### src/rtl/control_stage_pipeline.sv
// Control-bundle pipeline from Decode through Execute, Memory and Writeback.
// Carries the decoded control fields stage by stage, gates each stage's
// side-effect enables with that stage's valid bit, stalls Decode for one
// cycle on a load-use dependency (inserting a bubble into Execute), and
// counts retired output-flag operations.
module control_stage_pipeline #(
    parameter int REG_ADDR_WIDTH = 4,
    parameter int COUNT_WIDTH    = 16
) (
    input  logic                      clk,
    input  logic                      reset,
    input  logic                      validD,
    input  logic                      isScalarInstructionD,
    input  logic                      isVectorScalarOperationD,
    input  logic                      useInmediateD,
    input  logic [2:0]                aluControlD,
    input  logic                      writeToMemoryEnableD,
    input  logic                      outFlagD,
    input  logic                      resultSelectorD,
    input  logic                      writeEnableScalarD,
    input  logic                      writeEnableVectorD,
    input  logic [REG_ADDR_WIDTH-1:0] rdD,
    input  logic [REG_ADDR_WIDTH-1:0] rs1D,
    input  logic [REG_ADDR_WIDTH-1:0] rs2D,
    input  logic                      holdAll,
    output logic                      stallD,
    output logic                      validE,
    output logic                      isScalarInstructionE,
    output logic                      isVectorScalarOperationE,
    output logic                      useInmediateE,
    output logic [2:0]                aluControlE,
    output logic                      validM,
    output logic                      writeToMemoryEnableM,
    output logic                      outFlagM,
    output logic                      validW,
    output logic                      resultSelectorW,
    output logic                      writeEnableScalarW,
    output logic                      writeEnableVectorW,
    output logic [REG_ADDR_WIDTH-1:0] rdW,
    output logic [COUNT_WIDTH-1:0]    outFlagCount
);

    // Execute-stage fields that are not exported but travel onward
    logic                      writeToMemoryEnableE;
    logic                      outFlagE;
    logic                      resultSelectorE;
    logic                      writeEnableScalarE;
    logic                      writeEnableVectorE;
    logic [REG_ADDR_WIDTH-1:0] rdE;

    // Memory-stage fields that travel on to Writeback
    logic                      resultSelectorM;
    logic                      writeEnableScalarM;
    logic                      writeEnableVectorM;
    logic [REG_ADDR_WIDTH-1:0] rdM;

    logic hazard;
    logic loadD;

    // A memory-result producer in Execute whose destination matches either
    // Decode source forces one bubble. Address-only match: deliberately
    // conservative, it may stall on a scalar/vector name collision.
    assign hazard = validD & validE & resultSelectorE
                  & (writeEnableScalarE | writeEnableVectorE)
                  & ((rs1D == rdE) | (rs2D == rdE));

    assign stallD = hazard | holdAll;

    // Decode content is only captured when it is a real instruction and no bubble is due
    assign loadD = validD & ~hazard;

    // Execute stage: capture Decode, or a zeroed bubble on hazard / invalid Decode
    always_ff @(posedge clk or negedge reset) begin
        if (!reset) begin
            validE                   <= 1'b0;
            isScalarInstructionE     <= 1'b0;
            isVectorScalarOperationE <= 1'b0;
            useInmediateE            <= 1'b0;
            aluControlE              <= '0;
            writeToMemoryEnableE     <= 1'b0;
            outFlagE                 <= 1'b0;
            resultSelectorE          <= 1'b0;
            writeEnableScalarE       <= 1'b0;
            writeEnableVectorE       <= 1'b0;
            rdE                      <= '0;
        end else if (!holdAll) begin
            validE                   <= loadD;
            isScalarInstructionE     <= loadD & isScalarInstructionD;
            isVectorScalarOperationE <= loadD & isVectorScalarOperationD;
            useInmediateE            <= loadD & useInmediateD;
            aluControlE              <= loadD ? aluControlD : 3'b000;
            writeToMemoryEnableE     <= loadD & writeToMemoryEnableD;
            outFlagE                 <= loadD & outFlagD;
            resultSelectorE          <= loadD & resultSelectorD;
            writeEnableScalarE       <= loadD & writeEnableScalarD;
            writeEnableVectorE       <= loadD & writeEnableVectorD;
            rdE                      <= loadD ? rdD : '0;
        end
    end

    // Memory stage: take Execute, storing side-effect enables gated by valid
    always_ff @(posedge clk or negedge reset) begin
        if (!reset) begin
            validM               <= 1'b0;
            writeToMemoryEnableM <= 1'b0;
            outFlagM             <= 1'b0;
            resultSelectorM      <= 1'b0;
            writeEnableScalarM   <= 1'b0;
            writeEnableVectorM   <= 1'b0;
            rdM                  <= '0;
        end else if (!holdAll) begin
            validM               <= validE;
            writeToMemoryEnableM <= validE & writeToMemoryEnableE;
            outFlagM             <= validE & outFlagE;
            resultSelectorM      <= resultSelectorE;
            writeEnableScalarM   <= writeEnableScalarE;
            writeEnableVectorM   <= writeEnableVectorE;
            rdM                  <= rdE;
        end
    end

    // Writeback stage: take Memory, register-file writes gated by valid
    always_ff @(posedge clk or negedge reset) begin
        if (!reset) begin
            validW             <= 1'b0;
            resultSelectorW    <= 1'b0;
            writeEnableScalarW <= 1'b0;
            writeEnableVectorW <= 1'b0;
            rdW                <= '0;
        end else if (!holdAll) begin
            validW             <= validM;
            resultSelectorW    <= resultSelectorM;
            writeEnableScalarW <= validM & writeEnableScalarM;
            writeEnableVectorW <= validM & writeEnableVectorM;
            rdW                <= rdM;
        end
    end

    // Retire counter: one per valid output-flag op leaving Memory; wraps silently
    always_ff @(posedge clk or negedge reset) begin
        if (!reset) begin
            outFlagCount <= '0;
        end else if (!holdAll && validM && outFlagM) begin
            outFlagCount <= outFlagCount + 1'b1;
        end
    end

endmodule

### config.mk
export PLATFORM = sky130hd
export DESIGN_NAME = control_stage_pipeline
export DESIGN_NICKNAME = d
export VERILOG_FILES = /design/src/rtl/control_stage_pipeline.sv
export SDC_FILE = /design/constraint.sdc
export NUM_CORES = 1
export LEC_CHECK = 0
export BUFFER_PORTS_ARGS = -buffer_cell sky130_fd_sc_hd__buf_2
export CAP_MARGIN = 20
export CORE_UTILIZATION = 54
export CTS_BUF_LIST = sky130_fd_sc_hd__clkbuf_4
export DETAILED_ROUTE_END_ITERATION = 10
export GPL_TIMING_DRIVEN = 0
export PLACE_DENSITY = 0.87
export SYNTH_ARGS = -nofsm -noshare
export SYNTH_HDL_FRONTEND = slang
export SYNTH_SLANG_ARGS = --single-unit
### constraint.sdc
create_clock -name clk -period 1.7 [get_ports clk]
set_input_delay 0.085 -clock clk [delete_from_list [all_inputs] [get_ports clk]]
set_output_delay 0.085 -clock clk [all_outputs]
set_load 0.01 [all_outputs]
==> impl_metrics.tcl <==
set metrics [dict create \
    ys.flop_type "dfrtp_1" \
    post-route-util_pct 72.99 \
    intPower_mw 1.694 \
    peakVddDrop_mv 0.4522 \
    initial_core_util_pct 56.68 \
    die_area_um2 4524 \
    grt-ovfl-total 0 \
    ys_ff_latch 50 \
    power_leakage_nw 1.531 \
    ys_top_cells_by_count "50 x dfrtp_1, 48 x nand2_1, 18 x xnor2_1" \
    rsz0062_at_grt "yes" \
    hold_path_class "in -> reg" \
    power.density_nw_per_um2 797.4 \
    core_um2 4058 \
    synth_area_leader_cell "dfrtp_1" \
    slew_headroom_pct 65.00 \
    dr.pass1.iters 4 \
    post-route-period-util_pct 98.00 \
    clockBufferDepth 2 \
    cts_buffers 5 \
    ctsHtreeMaxLevel 2 \
    post-dp-hpwl_mm 3.111 \
    grt_use_total_pct 21.83 \
    async_flop_share_pct 100.0 \
    die_h_um 67.26 \
    tightestPinTransition_ns 0.5250 \
    io-pin-count 62 \
    synth_warnings 0 \
    cp_data_required_time_ns 1.62 \
    netlist_instances 190 \
    use_met2_pct 35.38 \
    gp_congestion 0.7886 \
    vias_per_cell 5.265 \
    grt_pass1_vias 1616 \
    antenna_cells 0 \
    synth_edf_count 0 \
    synth_fp_nets 218 \
    max_freq_mhz 600.2 \
    cts_sinks 50 \
    rows 23 \
    cp.arrival_ns 1.58 \
    synthToLayoutAreaGrowth_pct 28.78 \
    synthesis.area_per_instance_um2 12.10 \
    synth_cell_type_count 32 \
    syn_area_um2 2300 \
    combPwrFrac_pct 18.5 \
    use_met1_pct 28.34 \
    end_kind "output pin" \
    vias 1727 \
    nets 305 \
    grt_antenna_before_repair 0 \
    synth.most_common_cell "dfrtp_1" \
    clkTransAtPathRegs_ns 0.14 \
    drive_above_1_share_pct 42.45 \
    crit_type "reg -> out" \
    netlist_top_cells_area "dfrtp_1 54%, nand2_1 7.8%, mux2_2 6.9%, xnor2_1 6.9%, o31ai_2 4.4%" \
    grt_max_degree 51 \
    ys_seq_area_share_pct 54.41 \
    use_met3_pct 5.574 \
    switchingPower_uw 667.8 \
    finalSetupViolCount 0 \
    portBuffers 60 \
    whs_ns 0.01303 \
    first_iter_violations 92 \
    p_sw_share_pct 28.28 \
    synth_top_area_share_pct 54.41 \
    worstSetupStartpointType "flip-flop" \
    status "finished clean" \
    final_antenna_net_count 0 \
    drc 0 \
    p_clk_share_pct 22.4 \
    grt_pass1_wl_mm 7.258 \
    min_period_ns 1.666 \
    critPathMaxFanout 3 \
    clk-insertion-delay-late_ns 0.36 \
    top_usage_layer "met2" \
    maxCapViolCount 0 \
    fin_skew_ns 0.007697 \
    routedWlPerCell_um 14.22 \
    finalWirelength_mm 4.665 \
    finalMaxSlewViolations 0 \
    tritoncts "done" \
    timing_hold_violations_final 0 \
    die_w_um 67.26 \
    seqPwrFrac_pct 59.1 \
    cts-root-buf "clkbuf_4" \
]
-- sequential cells by signal, indices dropped and copies added, names as in the netlist, 3 cells and up --
name / cells
aluControlE: 3
rdW: 4
rdM: 4
rdE: 4
outFlagCount: 16
-- power groups by stage --
| stage | sequential, mW | clock [mW] | combinational, mW |
|---|---|---|---|
| 2_1_floorplan | 1.43 | 0 | 0.193 |
| 3_3_place_gp | 1.41 | 0 | 0.374 |
| 6_report | 1.40 | 0.529 | 0.437 |
| 5_1_grt | 1.42 | 0.605 | 0.478 |
| 4_1_cts | 1.39 | 0.545 | 0.421 |
| 3_5_place_dp | 1.41 | 0 | 0.388 |
-- routing by layer --
layer  vias up  part of all wire [%]
met2        56                    52
met3         4                   5.1
li1        826                     -
met4         0                  0.88
met1       841                    42
met5         -                     0
-- kinds of logic after synthesis --
family                   after synthesis  synth area share [%]
AND/OR/NAND/NOR                       71                 17.47
XOR/XNOR                              23                 8.759
AO/OA/AOI/OAI                         22                 9.576
buffers and inverters                  9                 2.394
adder cells (fa/ha/maj)                1                0.5440
multiplexers                          14                 6.855
flip-flops                            50                 54.41
-- layout make-up --
type	count	area [µm²]
repair buffers	80	509.2
well taps	50	62.56
multi-input cells	131	1026
clock inverters	2	8.758
clock buffers	6	45.04
fillers	284	1096
plain buffers	9	55.05
flip-flops and latches	50	1255
-- critical path, stage by stage (launching register included) --
cell,delay [ns]
dfrtp_2,0.48
xnor2_2,0.17
nand4_2,0.13
a21oi_4,0.20
or2_4,0.14
buf_6,0.09
-- worst paths after layout --
kind                            slack, ns             start               end  depth (start not counted)
max in group asynchronous            1.00             reset            rdE[1]                          3
worst max-delay path                 0.03            rdE[3]            stallD                          5
worst min-delay path                 0.01            validD   resultSelectorE                          3
worst min register to register       0.48  outFlagCount[15]  outFlagCount[15]                          1
min in group asynchronous            0.18             reset   outFlagCount[8]                          2
worst max register to register       0.19            rdE[3]    aluControlE[2]                          6
-- what timing repair did --
item | 4_1_cts | 5_1_grt
setup buffers | 2 | 1
gates resized for setup | 1 | 8
endpoints found under the hold margin | 65 | 0
hold buffers | 16 | 0
pin swaps | 1 | 6
setup endpoints to repair | 1 | 1
-- through the flow --
stage                     total power, mW  worst slack [ns]  instance area, µm²  std cells  setup TNS [ns]
after floorplan                     1.625            0.3411                2300        190               0
after global placement              1.786            0.1906                2663        300               0
after detailed placement            1.802            0.1569                2663        300               0
after CTS                           2.357          0.001239                2893        326               0
after global routing                2.499          -0.05799                2962        328        -0.05799
final                               2.362           0.03395                2962        328               0
-- placed cells by master, fill, tap and decap left out, types with 4 or more instances in the layout --
cell type,n
dfrtp_1,47
dlygate4sd3_1,16
mux2_2,14
xnor2_2,4
o31ai_2,8
clkbuf_4,6
nand4_1,5
nand2_1,48
o31ai_1,6
o21ai_0,4
xor2_1,5
buf_2,63
xnor2_1,14
No activity file was read; power rests on OpenSTA's default activity.
